`config.mk`:
```
export PLATFORM = sky130hd
export DESIGN_NAME = pipe_stage_reg
export DESIGN_NICKNAME = d
export VERILOG_FILES = /design/src/rtl/rv_pipe_pkg.sv /design/src/rtl/pipe_entry.sv /design/src/rtl/pipe_stage_reg.sv
export SDC_FILE = /design/constraint.sdc
export NUM_CORES = 1
export LEC_CHECK = 0
export BUFFER_PORTS_ARGS = -buffer_cell sky130_fd_sc_hd__buf_2
export CORE_AREA = 2 2 141 143
export DETAILED_ROUTE_END_ITERATION = 8
export DIE_AREA = 0 0 143 145
export GPL_TIMING_DRIVEN = 1
export PLACE_DENSITY = 0.78
export SYNTH_ARGS = -nofsm -noshare
export SYNTH_HDL_FRONTEND = slang
export SYNTH_SLANG_ARGS = --single-unit
```
`constraint.sdc`:
```
create_clock -name clk -period 7.5 [get_ports clk]
set_clock_uncertainty 0.2 [all_clocks]
set_input_delay 0.75 -clock clk [delete_from_list [all_inputs] [get_ports clk]]
set_output_delay 0.75 -clock clk [all_outputs]
set_load 0.01 [all_outputs]
```
`src/rtl/rv_pipe_pkg.sv`:
```
`default_nettype none
// ============================================================================
//  Module   : rv_pipe_pkg
//  Purpose  : Shared constants for the RV32 inter-stage pipeline registers.
//             Holds the NOP encoding and the payload field layout so every
//             stage packs and unpacks the payload bus identically.
//  Contents : INST_W, NOP_INST, PC_W, WBDATA_W, BR_FLAGS_W, field offsets,
//             PAYLOAD_W and pack_payload().
//  Revision : 1.0 - initial release
// ============================================================================
package rv_pipe_pkg;

   localparam int INST_W     = 32;
   // addi x0,x0,0
   localparam logic [INST_W-1:0] NOP_INST = 32'h0000_0013;

   localparam int PC_W       = 32;
   localparam int WBDATA_W   = 32;
   localparam int BR_FLAGS_W = 3;

   // Payload layout, LSB first: PC, write-back data, branch flags.
   localparam int PC_LSB         = 0;
   localparam int WBDATA_LSB     = PC_LSB + PC_W;
   localparam int BR_TAKEN_BIT   = WBDATA_LSB + WBDATA_W;
   localparam int BR_MISPRED_BIT = BR_TAKEN_BIT + 1;
   localparam int BR_VALID_BIT   = BR_TAKEN_BIT + 2;

   localparam int PAYLOAD_W = PC_W + WBDATA_W + BR_FLAGS_W;

   function automatic logic [PAYLOAD_W-1:0] pack_payload(
      input logic [PC_W-1:0]       pc,
      input logic [WBDATA_W-1:0]   wbdata,
      input logic [BR_FLAGS_W-1:0] br_flags
   );
      return {br_flags, wbdata, pc};
   endfunction

endpackage : rv_pipe_pkg
`default_nettype wire

```
`src/rtl/pipe_entry.sv`:
```
`default_nettype none
// ============================================================================
//  Module   : pipe_entry
//  Purpose  : One pipeline slot: valid flag + instruction + payload register
//             with clear (highest priority) and load controls. A cleared or
//             reset slot holds NOP_INST / zero payload so its outputs are
//             always safe to present downstream.
//  Ports    : clk, reset (async, active-high), clear, load,
//             load_inst, load_payload  -> data captured on load
//             valid, inst, payload     -> registered slot contents
//  Revision : 1.0 - initial release
// ============================================================================
module pipe_entry
   import rv_pipe_pkg::*;
#(
   parameter int                PAYLOAD_W = 67,
   parameter logic [INST_W-1:0] NOP_INST  = rv_pipe_pkg::NOP_INST
) (
   input  logic                 clk,
   input  logic                 reset,
   input  logic                 clear,
   input  logic                 load,
   input  logic [INST_W-1:0]    load_inst,
   input  logic [PAYLOAD_W-1:0] load_payload,
   output logic                 valid,
   output logic [INST_W-1:0]    inst,
   output logic [PAYLOAD_W-1:0] payload
);

   logic                 r_valid;
   logic [INST_W-1:0]    r_inst;
   logic [PAYLOAD_W-1:0] r_payload;

   always_ff @(posedge clk or posedge reset) begin
      if (reset) begin
         r_valid   <= 1'b0;
         r_inst    <= NOP_INST;
         r_payload <= '0;
      end else if (clear) begin
         r_valid   <= 1'b0;
         r_inst    <= NOP_INST;
         r_payload <= '0;
      end else if (load) begin
         r_valid   <= 1'b1;
         r_inst    <= load_inst;
         r_payload <= load_payload;
      end
   end

   assign valid   = r_valid;
   assign inst    = r_inst;
   assign payload = r_payload;

endmodule : pipe_entry
`default_nettype wire

```
`src/rtl/pipe_stage_reg.sv`:
```
`default_nettype none
// ============================================================================
//  Module   : pipe_stage_reg
//  Purpose  : Inter-stage pipeline register with valid/ready handshake,
//             flush with NOP injection and an optional skid entry that makes
//             in_ready a pure register output at full throughput.
//  Ports    : clk, reset (async, active-high), flush (sync kill)
//             in_valid/in_ready/in_inst/in_payload     - upstream side
//             out_valid/out_ready/out_inst/out_payload - downstream side
//             occupancy - number of held entries (0..2)
//  Revision : 1.0 - initial release
// ============================================================================
module pipe_stage_reg
   import rv_pipe_pkg::*;
#(
   parameter int                PAYLOAD_W = 67,
   parameter int                SKID      = 1,
   parameter logic [INST_W-1:0] NOP_INST  = rv_pipe_pkg::NOP_INST
) (
   input  logic                 clk,
   input  logic                 reset,
   input  logic                 flush,
   input  logic                 in_valid,
   output logic                 in_ready,
   input  logic [INST_W-1:0]    in_inst,
   input  logic [PAYLOAD_W-1:0] in_payload,
   output logic                 out_valid,
   input  logic                 out_ready,
   output logic [INST_W-1:0]    out_inst,
   output logic [PAYLOAD_W-1:0] out_payload,
   output logic [1:0]           occupancy
);

   logic                 w_m_valid;
   logic [INST_W-1:0]    w_m_inst;
   logic [PAYLOAD_W-1:0] w_m_payload;
   logic                 w_s_valid;
   logic [INST_W-1:0]    w_s_inst;
   logic [PAYLOAD_W-1:0] w_s_payload;

   logic                 w_in_xfer;
   logic                 w_out_xfer;
   logic                 w_m_load;
   logic                 w_m_clear;
   logic [INST_W-1:0]    w_m_src_inst;
   logic [PAYLOAD_W-1:0] w_m_src_payload;

   assign w_in_xfer  = in_valid && in_ready;
   assign w_out_xfer = w_m_valid && out_ready;

   // Main reloads when it is (or is becoming) free and an entry arrives, or
   // when the skid drains into it. While the skid is full in_ready is low,
   // so the skid is the only possible source in that case.
   assign w_m_load        = (w_in_xfer && (!w_m_valid || w_out_xfer)) ||
                            (w_s_valid && w_out_xfer);
   assign w_m_clear       = flush || (w_out_xfer && !w_in_xfer && !w_s_valid);
   assign w_m_src_inst    = w_s_valid ? w_s_inst    : in_inst;
   assign w_m_src_payload = w_s_valid ? w_s_payload : in_payload;

   pipe_entry #(
      .PAYLOAD_W (PAYLOAD_W),
      .NOP_INST  (NOP_INST)
   ) u_main (
      .clk          (clk),
      .reset        (reset),
      .clear        (w_m_clear),
      .load         (w_m_load),
      .load_inst    (w_m_src_inst),
      .load_payload (w_m_src_payload),
      .valid        (w_m_valid),
      .inst         (w_m_inst),
      .payload      (w_m_payload)
   );

   generate
      if (SKID != 0) begin : g_skid
         logic w_s_load;
         logic w_s_clear;

         // The skid only catches an entry arriving while main is held.
         assign w_s_load  = w_in_xfer && w_m_valid && !w_out_xfer;
         assign w_s_clear = flush || (w_s_valid && w_out_xfer);

         pipe_entry #(
            .PAYLOAD_W (PAYLOAD_W),
            .NOP_INST  (NOP_INST)
         ) u_skid (
            .clk          (clk),
            .reset        (reset),
            .clear        (w_s_clear),
            .load         (w_s_load),
            .load_inst    (in_inst),
            .load_payload (in_payload),
            .valid        (w_s_valid),
            .inst         (w_s_inst),
            .payload      (w_s_payload)
         );

         // Registered: depends only on the skid flop.
         assign in_ready = !w_s_valid;
      end else begin : g_no_skid
         assign w_s_valid   = 1'b0;
         assign w_s_inst    = NOP_INST;
         assign w_s_payload = '0;
         assign in_ready    = !w_m_valid || out_ready;
      end
   endgenerate

   assign out_valid   = w_m_valid;
   assign out_inst    = w_m_inst;
   assign out_payload = w_m_payload;
   assign occupancy   = {1'b0, w_m_valid} + {1'b0, w_s_valid};

endmodule : pipe_stage_reg
`default_nettype wire

```
Word-level counts from Yosys, hierarchy flattened
Cells that the tools add are included.
Widths: inputs -> output; s select.
Cells by class
  reductions and logical operators: 18
  multiplexer cells: 14
  $add $sub $neg: 1
Operators with widths (number)
  $mux 67: 5
  $mux 32: 5
  $logic_and 1x1->1: 8
  $logic_not 1->1: 4
  $logic_or 1x1->1: 4
  $mux 1: 4
  $reduce_bool 2->1: 2
  $add 1x1->2: 1
Word-level totals
  output and inout port bits: 103
  register bits: 200

Logic depth before layout (Yosys ltp)
Gate-level depths: netlist of the first run.
  word-level depth: 7
  gate-level depth with buffers: 7
  mapped depth without buffers: 3

Cells and area by module
Synthesis of the first run repeated with hierarchy kept, for this count alone.
Second synthesis, totals
  cells, all modules: 765
  area, all modules: 9904.5 sq um
Modules (own cells, without submodules)
  pipe_entry: area each 4157.7 sq um, cells each 323, sequential area each 2506.2 sq um, times used 2
  pipe_stage_reg: area each 1589.0 sq um, cells each 119, sequential area each 0.0 sq um, times used 1

Worst setup path before layout of the first run
OpenSTA, ideal clock, no wires.
  path kind: in2reg
  from: input flush
  to: register g_skid.u_skid.r_inst[20] (netlist: g_skid.u_skid.inst[20])
  arrival: 1769 ps
  data required time: 7178 ps
  stages on the path: 7
  path buffers: 4
  slack: 5410 ps
  cells stage by stage: clkbuf_1 inv_2 and2_1 buf_4 buf_6 buf_6 a32o_1
Between the ends
  longest elaborated chain between the ends: 2
RTL lines
  start: declaration: line pipe_stage_reg.sv:22  | input logic flush,
  $logic_or 1x1->1 *: line pipe_stage_reg.sv:82  | assign w_s_clear = flush || (w_s_valid && w_out_xfer);
  $mux 32 or $reduce_bool 2->1 (tied branches)
  end signal: assignment: line pipe_entry.sv:45  | r_inst <= load_inst;
  end: declaration: line pipe_entry.sv:31  | logic [INST_W-1:0] r_inst;
Mark *: on every way between the ends. The rest lies on a longest branch, timed or not.
A chain may end at the register's enable or synchronous reset.

Worst setup path in the final report of the first run
  from: register g_skid.u_skid.r_valid (netlist: g_skid.u_skid.valid)
  to: register g_skid.u_skid.r_payload[30] (netlist: g_skid.u_skid.payload[30])
Between the ends
  longest elaborated chain between the ends: 5
RTL lines
  start: declaration: line pipe_entry.sv:30  | logic r_valid;
  start signal: assignment: line pipe_entry.sv:36  | r_valid <= 1'b0;
  start signal: assignment: line pipe_entry.sv:40  | r_valid <= 1'b0;
  start signal: assignment: line pipe_entry.sv:44  | r_valid <= 1'b1;
  $logic_not 1->1: line pipe_stage_reg.sv:100  | assign in_ready = !w_s_valid;
  $logic_and 1x1->1: line pipe_stage_reg.sv:48  | assign w_in_xfer = in_valid && in_ready;
  $logic_and 1x1->1 (2 in series): line pipe_stage_reg.sv:81  | assign w_s_load = w_in_xfer && w_m_valid && !w_out_xfer;
  $reduce_bool 2->1 (no source line)
  end signal: assignment: line pipe_entry.sv:46  | r_payload <= load_payload;
  end: declaration: line pipe_entry.sv:32  | logic [PAYLOAD_W-1:0] r_payload;
Several ways; a longest one is shown, not always the timed one.

==> impl_metrics.csv, run 1 <==
group,metric,value,unit
cells_and_area,design_area,10750,µm²
cts,clockBufferDepth,2,
cts,hold_buffers,0,
global_routing,grt_usage,0.2362,
cts,cts_setup_buffers,0,
yosys,syn_nets,831,
power,total_power,2.540,mW
cts,root_buffer,"clkbuf_16",
sta,hold_viol_final,0,
worst_hold_path,hold_class,"in -> async",
routing,vias,7117,
yosys,synth-edff-count,0,
global_routing,grt_pass1_wl,38790,µm
sta,period_share,0.5771,
place,place_ws,3.245,ns
cells_and_area,finalNonFillerCells,1138,
worst_setup_path,cp-start-kind,"flip-flop",
die,dieHeight,145,µm
yosys,netlist_area,9224,µm²
routing,top_layer_used,"met5",
place,place_area,10160,µm²
routing,routed-wl-met3,1213,µm
place,port_buffers,206,
yosys,yosysWarnings,0,
sta,hold_slack,0.2719,ns
routing,wl_met2,12040,µm
routing,wl_per_cell,21.40,µm
cts,cts_resized,0,
sta,postLayoutSetupSlackWorst,3.172,ns
cts,numCtsBuffers,17,
routing,vias_per_cell,6.254,
die,fp.dieW,143,µm
sta,fmax,231.0,MHz
yosys,synthArstFlopShare,1.000,
global_routing,grt_max_degree,132,
sta,rsz0062_at_grt,"no",
routing,detail-route-antenna-nets,0,
sta,worst_slew_pin_slew,1.282,ns
routing,wl_met1,10520,µm
worst_setup_path,worst-r2r-cell-count,5,
cts,clock_sinks,200,
yosys,post-synth-top-area-fraction,0.5263,
cells_and_area,drive_above_1_share,0.3352,
yosys,netlist_instances,726,
cts,clk_pin_slew,0.07,ns
place,dp_cells,1104,
yosys,ys_seq_area_frac,0.5434,
worst_setup_path,cp_data_required_time,7.66,ns
global_routing,antenna_found_initial,4,
die,die-area,20740,µm²
global_routing,grt_overflow_total,0,
routing,dr.first_iter.drc_count,486,
cells_and_area,nNetsFinal,963,
cts,clk_latency,0.43,ns
sta,tns,0,ns
cts,tritoncts,"built",
yosys,synth_area_leaders,"dfrtp_1 53%, a32o_1 10%, mux2i_1 10%, a31oi_1 6.8%, a211oi_1 5.5%",
global_routing,grt_pass1_vias,7257,
sta,fin_crit,4.328,ns
cells_and_area,utilization,0.5594,
cells_and_area,synthToLayoutAreaGrowth,16.49,%
yosys,postSynthAreaPerCell,12.71,µm²
worst_setup_path,crit_end,"g_skid.u_skid.payload[30]",
worst_setup_path,rr_endpoint,"g_skid.u_skid.payload[30]",
power,p_leak,4.728,nW
cts,htree_levels,4,
power,powerDensity,236.4,nW/µm²
sta,max-slew-margin-rel,0.1456,
yosys,ys_seq_elements,200,
job,max-cap-violations,0,
worst_setup_path,startpoint,"g_skid.u_skid.valid",
worst_setup_path,r2r_start,"g_skid.u_skid.valid",
worst_setup_path,end_kind,"flip-flop",
yosys,ys_types,31,
place,gp_congestion,0.7748,
die,coreArea,19210,µm²
yosys,yosysTopAreaCell,"dfrtp_1",
sta,finalSetupViolCount,0,
worst_setup_path,path_class,"reg -> reg",
worst_setup_path,arrival,4.49,ns
sta,final-max-slew-violation-count,0,
worst_setup_path,reg2reg_slack,3.17,ns
routing,drc_errors,0,
yosys,synth_flop_cell,"dfrtp_1",
die,initial_core_util,0.4802,
routing,routed_wl,24350,µm
place,dp_hpwl,13580,µm
run_status,status,"completed",
die,ioPinCount,207,
power,peakVddDrop,0.1606,mV
worst_setup_path,crit_fanout,63,
die,fp-row-count,51,
routing,firstDrtPassIters,5,
area by class of cell:
class                           instances  area [µm²]
Multi-Input combinational cell        423        3711
Tap cell                              265       331.6
Sequential cell                       200        5016
Inverter                                4       22.52
Fill cell                            1624        8462
Clock inverter                         10       118.9
Antenna cell                            2       5.005
Clock buffer                           22       464.2
Timing Repair Buffer                  212        1076
critical path, cell delays in order, from the launching register on:
cell and delay (ns):
dfrtp_4 0.99, buf_4 0.89, nor3b_1 0.19, o21ai_4 0.84
buf_4 0.74, a32o_1 0.27
worst min path at each step:
stage | endpoint | slack (ns) | startpoint | depth (start not counted)
3_5_place_dp | g_skid.u_skid.inst[9] | 0.31 | g_skid.u_skid.inst[9] | 1
5_1_grt | g_skid.u_skid.payload[9] | 0.33 | in_payload[9] | 2
4_1_cts | g_skid.u_skid.inst[0] | 0.32 | g_skid.u_skid.inst[0] | 2
2_1_floorplan | g_skid.u_skid.inst[10] | 0.29 | g_skid.u_skid.inst[10] | 1
6_report | u_main.inst[9] | 0.27 | reset | 2
3_3_place_gp | g_skid.u_skid.inst[6] | 0.30 | g_skid.u_skid.inst[6] | 1
synth_stat cells (all sizes together), types with 2 or more instances:
master and number:
dfrtp 194, a31oi 100, a211oi 97, a32o 96, mux2i 96, clkbuf 53, buf 46, dfstp 6
nor2 5, inv 4, o21ai 4, a2bb2oi 3, mux2 3, nor2b 3, nor4 3, a21oi 2
and2 2, nand2b 2
placed cells by master (no fill, tap or decap), types with 2 or more instances in the layout:
cell,count
nor2b_1,2
inv_1,2
a211oi_1,67
clkbuf_16,17
a32o_1,96
buf_2,206
a211oi_2,30
nor4_1,3
a2bb2oi_1,3
nor2_1,5
bufinv_16,2
buf_4,6
nand2b_4,2
clkinv_2,2
clkinvlp_4,3
o21ai_1,3
a31oi_1,100
mux2_2,3
clkbuf_1,3
inv_6,2
dfrtp_1,193
diode_2,2
dfstp_2,6
mux2i_1,96
clkbuf_8,2
a21oi_1,2
routing by layer:
layer	track usage	vias up
li1	-	3192
met1	0.3125	3631
met2	0.3794	254
met3	0.04884	36
met4	0.09455	4
met5	0	-
flip-flops by register name, summed over array words and instances, names as in the netlist:
signal and flops:
u_main.inst 32, u_main.valid 1, g_skid.u_skid.payload 67, g_skid.u_skid.inst 32
u_main.payload 67, g_skid.u_skid.valid 1
logic make-up (layout without fill, tap and decap cells):
family / count (synthesis) / count (layout) / synth area share
buffers and inverters: 103 / 248 / 0.05819
AND/OR/NAND/NOR: 20 / 20 / 0.01452
multiplexers: 99 / 99 / 0.1078
other: 0 / 2 / 0
AO/OA/AOI/OAI: 303 / 303 / 0.2747
flip-flops: 200 / 200 / 0.5434
adder cells (fa/ha/maj): 1 / 1 / 0.001356
report_power, final:
group | leakage, nW | switching [mW] | internal, mW
registers | 2.68 | 0.0511 | 1.15
logic | 1.77 | 0.257 | 0.164
clock network | 0.277 | 0.407 | 0.511
No activity file was read; power rests on OpenSTA's default activity.
==> inputs of run 2 (changes only) <==
==> constraint.sdc (replaced) <==
create_clock -name clk -period 4.2 [get_ports clk]
set_clock_uncertainty 0.2 [all_clocks]
set_input_delay 0.42 -clock clk [delete_from_list [all_inputs] [get_ports clk]]
set_output_delay 0.42 -clock clk [all_outputs]
set_load 0.01 [all_outputs]
==> impl_metrics.csv, run 2 (synthesis results as in run 1) <==
group,metric,value,unit
cells_and_area,nNetsFinal,969,
cts,hold_buffers,0,
routing,routed_wl,24140,µm
die,initial_core_util,0.4802,
worst_setup_path,cp_data_required_time,4.34,ns
global_routing,grt_pass1_wl,38240,µm
cts,clock_sinks,200,
job,max-cap-violations,0,
global_routing,antenna_found_initial,5,
power,total_power,4.549,mW
cts,clk_latency,0.43,ns
routing,drc_errors,0,
sta,finalSetupViolCount,0,
run_status,status,"completed",
sta,final-max-slew-violation-count,0,
worst_setup_path,critical_path.slowest_cell,"dfrtp_4",
place,gp_congestion,0.7842,
worst_setup_path,slowest_delay,1.03,ns
place,port_buffers,206,
cts,cts_setup_buffers,0,
power,powerDensity,419.5,nW/µm²
die,coreArea,19210,µm²
routing,dr.first_iter.drc_count,524,
cts,cts_resized,0,
cts,clk_pin_slew,0.07,ns
routing,wl_per_cell,21.12,µm
worst_setup_path,crit_chain,"or2_4 > buf_4 > a31oi_1 > a211oi_2",
place,dp_hpwl,14100,µm
cells_and_area,drive_above_1_share,0.3417,
cts,clockBufferDepth,2,
power,peakVddDrop,0.2795,mV
worst_setup_path,crit_fanout,56,
sta,tns,0,ns
worst_hold_path,hold_class,"in -> async",
cts,htree_levels,4,
sta,period_share,0.6980,
power,p_leak,4.777,nW
global_routing,grt_usage,0.2317,
sta,worst_slew_pin_slew,1.202,ns
cells_and_area,fillers,1607,
sta,fin_crit,2.932,ns
routing,detail-route-antenna-nets,0,
die,ioPinCount,207,
cells_and_area,synthToLayoutAreaGrowth,17.55,%
cts,tritoncts,"built",
die,fp-row-count,51,
cells_and_area,utilization,0.5645,
global_routing,grt_pass1_vias,6949,
sta,hold_viol_final,0,
sta,rsz0062_at_grt,"no",
cells_and_area,mostFrequentLayoutCell,"buf_2",
global_routing,grt_overflow_total,0,
die,die-area,20740,µm²
die,fp.dieW,143,µm
sta,max-slew-margin-rel,0.1988,
routing,firstDrtPassIters,5,
cts,root_buffer,"clkbuf_16",
cells_and_area,final_cell_mix,"206 x buf_2, 193 x dfrtp_1, 100 x a31oi_1",
worst_setup_path,cp-start-kind,"flip-flop",
worst_setup_path,path_class,"reg -> reg",
worst_setup_path,end_kind,"flip-flop",
routing,vias,7223,
worst_setup_path,arrival,3.07,ns
cts,numCtsBuffers,17,
routing,vias_per_cell,6.319,
die,dieHeight,145,µm
global_routing,grt_max_degree,101,
sta,fmax,341.1,MHz
run 2: changes by cell type in the layout (fill, tap and decap cells not counted), sizes merged:
cell / change
buf: +6
clkbuf: -2
clkinv: +1
diode: +1
inv: -1
run 2: worst paths after layout:
kind,from,to,slack [ns],cells after the start
min in group clk,in_payload[17],g_skid.u_skid.payload[17],0.01,2
max in group asynchronous,reset,g_skid.u_skid.payload[61],2.79,3
worst min register to register,g_skid.u_skid.inst[27],g_skid.u_skid.inst[27],0.32,1
worst max register to register,g_skid.u_skid.valid,u_main.payload[56],1.27,4
worst min-delay path,reset,u_main.payload[41],0.001,2
worst max-delay path,g_skid.u_skid.valid,u_main.payload[56],1.27,4
run 2: cell type report:
class | instances | area [µm²] | share of cell area
Multi-Input combinational cell | 423 | 3711 | 0.3423
Clock buffer | 20 | 466.7 | 0.04304
Antenna cell | 3 | 7.507 | 0.0006924
Tap cell | 265 | 331.6 | 0.03058
Inverter | 4 | 18.77 | 0.001731
Clock inverter | 10 | 120.1 | 0.01108
Timing Repair Buffer | 218 | 1171 | 0.1080
Sequential cell | 200 | 5016 | 0.4626
run 2: critical path: cells and delay by family (launching register included):
kind,cells,cell delay [ns]
flip-flops,1,1.03
AND/OR/NAND/NOR,1,0.74
AO/OA/AOI/OAI,2,0.44
buffers and inverters,1,0.41
run 2: power breakdown:
group          internal (mW)  switching (mW)
Sequential              2.05          0.0971
Clock                  0.922           0.715
Combinational          0.302           0.458
Total                   3.28            1.27
run 2: metrics by stage:
stage	setup WS, ns	area (µm²)	hold slack [ns]	cells
after global routing	1.127	10840	0.002208	1142
after global placement	1.395	10250	0.3012	1110
after CTS	1.263	10840	0.003311	1140
after floorplan	0.9966	9228	0.2927	726
final	1.268	10840	0.001064	1143
after detailed placement	1.268	10250	0.3101	1110
run 2: metal layers:
layer  routed length, µm  vias to the layer above  global-route usage  part of all wire
met5                  30                        -                   0            0.0012
met4                 741                        4              0.1064             0.031
met3                1429                       53             0.04653             0.059
met2               11350                      271              0.3490              0.47
met1               10590                     3684              0.3225              0.44
li1                    -                     3211                   -                 -
==> inputs of run 3 (changes only) <==
--- a/config.mk
+++ b/config.mk
@@ -5,6 +5,7 @@
 export SDC_FILE = /design/constraint.sdc
 export NUM_CORES = 1
 export LEC_CHECK = 0
+export ABC_AREA = 1
 export BUFFER_PORTS_ARGS = -buffer_cell sky130_fd_sc_hd__buf_2
 export CORE_AREA = 2 2 141 143
 export DETAILED_ROUTE_END_ITERATION = 8
==> constraint.sdc (replaced) <==
create_clock -name clk -period 3 [get_ports clk]
set_clock_uncertainty 0.2 [all_clocks]
set_input_delay 0.3 -clock clk [delete_from_list [all_inputs] [get_ports clk]]
set_output_delay 0.3 -clock clk [all_outputs]
set_load 0.01 [all_outputs]
==> impl_metrics.csv, run 3 <==
group,metric,value,unit
routing,dr.first_iter.drc_count,723,
yosys,yosysTopAreaCell,"dfrtp_1",
yosys,synth-edff-count,0,
power,total_power,6.411,mW
worst_setup_path,critical_path.slowest_cell,"nor2_4",
worst_setup_path,cp_data_required_time,3.16,ns
die,fp-row-count,51,
sta,max-slew-margin-rel,0.4847,
yosys,postSynthAreaPerCell,7.911,µm²
global_routing,antenna_found_initial,4,
worst_setup_path,r2r_start,"u_main.valid",
cts,cts_setup_buffers,0,
yosys,synth_area_leaders,"dfrtp_1 52%, nand2_1 18%, nand3_1 16%, o21ai_0 3.9%, buf_2 2.6%",
yosys,synth_flop_cell,"dfrtp_1",
yosys,netlist_instances,1171,
yosys,ys_seq_elements,200,
place,dp_cells,1567,
job,max-cap-violations,0,
cts,tritoncts,"built",
cts,hold_buffers,100,
worst_setup_path,cp-start-kind,"flip-flop",
yosys,ys_seq_area_frac,0.5411,
routing,wl_per_cell,15.43,µm
power,p_leak,6.674,nW
routing,firstDrtPassIters,5,
die,initial_core_util,0.4823,
sta,fmax,439.8,MHz
power,powerDensity,528.4,nW/µm²
cts,clk_pin_slew,0.07,ns
place,gp_congestion,0.8368,
routing,detail-route-antenna-nets,0,
run_status,status,"completed",
cts,root_buffer,"clkbuf_16",
worst_hold_path,hold_class,"in -> reg",
sta,rsz0062_at_grt,"no",
power,peakVddDrop,0.3760,mV
yosys,syn_nets,1276,
cells_and_area,final_cell_mix,"443 x nand2_1, 295 x nand3_1, 206 x buf_2",
die,ioPinCount,207,
global_routing,grt_pass1_vias,8704,
cells_and_area,drive_above_1_share,0.1890,
sta,final-max-slew-violation-count,0,
sta,fin_crit,2.274,ns
global_routing,grt_max_degree,143,
die,coreArea,19210,µm²
cts,cts_resized,0,
yosys,synth_commonest_cells,"443 x nand2_1, 295 x nand3_1, 194 x dfrtp_1",
worst_setup_path,arrival,2.43,ns
cts,clockBufferDepth,2,
worst_setup_path,end_kind,"flip-flop",
sta,period_share,0.7579,
die,die-area,20740,µm²
power,seq_power_share,0.454,
power,pwr-share-comb,0.148,
worst_setup_path,path_class,"reg -> reg",
worst_setup_path,startpoint,"u_main.valid",
die,fp.dieW,143,µm
cells_and_area,finalNonFillerCells,1702,
worst_hold_path,hold_depth,4,
cells_and_area,mostFrequentLayoutCell,"nand2_1",
global_routing,grt_pass1_wl,43050,µm
yosys,synthArstFlopShare,1.000,
power,clkPwrFrac,0.398,
worst_setup_path,crit_chain,"nand3_2 > nand2_2 > nor2_4 > buf_4 > nand2_1 > nand2_1",
cts,htree_levels,4,
worst_setup_path,crit_fanout,32,
cells_and_area,nNetsFinal,1526,
power,switchingPower,1.658,mW
routing,vias_per_cell,5.259,
global_routing,grt_usage,0.2562,
global_routing,grt_overflow_total,0,
place,dp_hpwl,15100,µm
yosys,ys_types,20,
sta,finalSetupViolCount,0,
routing,vias,8951,
sta,worst_slew_pin_slew,0.7729,ns
die,dieHeight,145,µm
cells_and_area,synthToLayoutAreaGrowth,30.97,%
routing,routed_wl,26260,µm
worst_setup_path,cpMostUsedCell,"nand2_1",
worst_setup_path,worst-r2r-cell-count,6,
sta,hold_slack,0.04953,ns
sta,hold_viol_final,0,
yosys,synth.most_common_cell,"nand2_1",
yosys,yosysWarnings,0,
yosys,post-synth-top-area-fraction,0.5240,
worst_setup_path,slowest_delay,0.55,ns
cts,clk_latency,0.42,ns
routing,drc_errors,0,
cts,clock_sinks,200,
power,swShare,0.2587,
place,port_buffers,206,
worst_hold_path,hp-start,"out_ready",
power,internal_power,4.753,mW
cells_and_area,utilization,0.6317,
cts,numCtsBuffers,17,
yosys,netlist_area,9264,µm²
-- run 3: metal layers --
layer / track usage / part of all wire / up-vias / routed length (µm)
met5: 0 / 0.00050 / - / 13
met4: 0.1252 / 0.039 / 2 / 1013
met3: 0.04224 / 0.066 / 83 / 1740
met2: 0.4067 / 0.48 / 421 / 12550
met1: 0.3408 / 0.42 / 4147 / 10940
li1: - / - / 4298 / -
-- run 3: kinds of logic (layout without fill, tap and decap cells) --
group,after synthesis,in the layout,synth area share
simple gates,746,746,0.3449
fa+ha+maj,1,1,0.001350
compound gates,85,85,0.04700
flops,200,200,0.5411
buf+inv,139,402,0.06564
other cells,0,3,0
-- run 3: power groups by stage --
stage / clock network (mW) / registers (mW) / logic [mW]
floorplan: 0 / 2.99 / 0.456
finish: 2.55 / 2.91 / 0.948
global route: 2.71 / 2.93 / 1.05
global placement: 0 / 2.95 / 0.827
CTS: 2.61 / 2.91 / 0.944
detailed placement: 0 / 2.96 / 0.838
-- run 3: worst paths after layout --
kind                                             end  slack (ns)
min reg2reg                    g_skid.u_skid.inst[0]        0.27
max in group asynchronous         u_main.payload[10]        1.64
min                              g_skid.u_skid.valid        0.05
max reg2reg                   g_skid.u_skid.inst[17]        0.73
min in group asynchronous  g_skid.u_skid.payload[60]        0.20
max                           g_skid.u_skid.inst[17]        0.73
-- run 3: per-stage QoR --
stage | TNS (ns) | worst slack (ns) | cell area (µm²)
2_1_floorplan | -16.19 | -0.08344 | 9268
3_3_place_gp | 0 | 0.8283 | 10460
4_1_cts | 0 | 0.7099 | 12130
6_report | 0 | 0.7262 | 12130
5_1_grt | 0 | 0.5667 | 12130
3_5_place_dp | 0 | 0.7342 | 10460
-- run 3: cell type report --
class / instances / area, µm²
Timing Repair Buffer: 324 / 2267
Tap cell: 265 / 331.6
Antenna cell: 3 / 7.507
Multi-Input combinational cell: 832 / 3671
Clock buffer: 23 / 478.0
Fill cell: 1592 / 7074
Sequential cell: 200 / 5014
Inverter: 46 / 178.9
Clock inverter: 9 / 185.2
-- run 3: critical path, delay by kind of cell, from the launching register on --
family	cells	cell delay (ns)
buffers and inverters	1	0.45
flip-flops	1	0.46
AND/OR/NAND/NOR	5	1.06
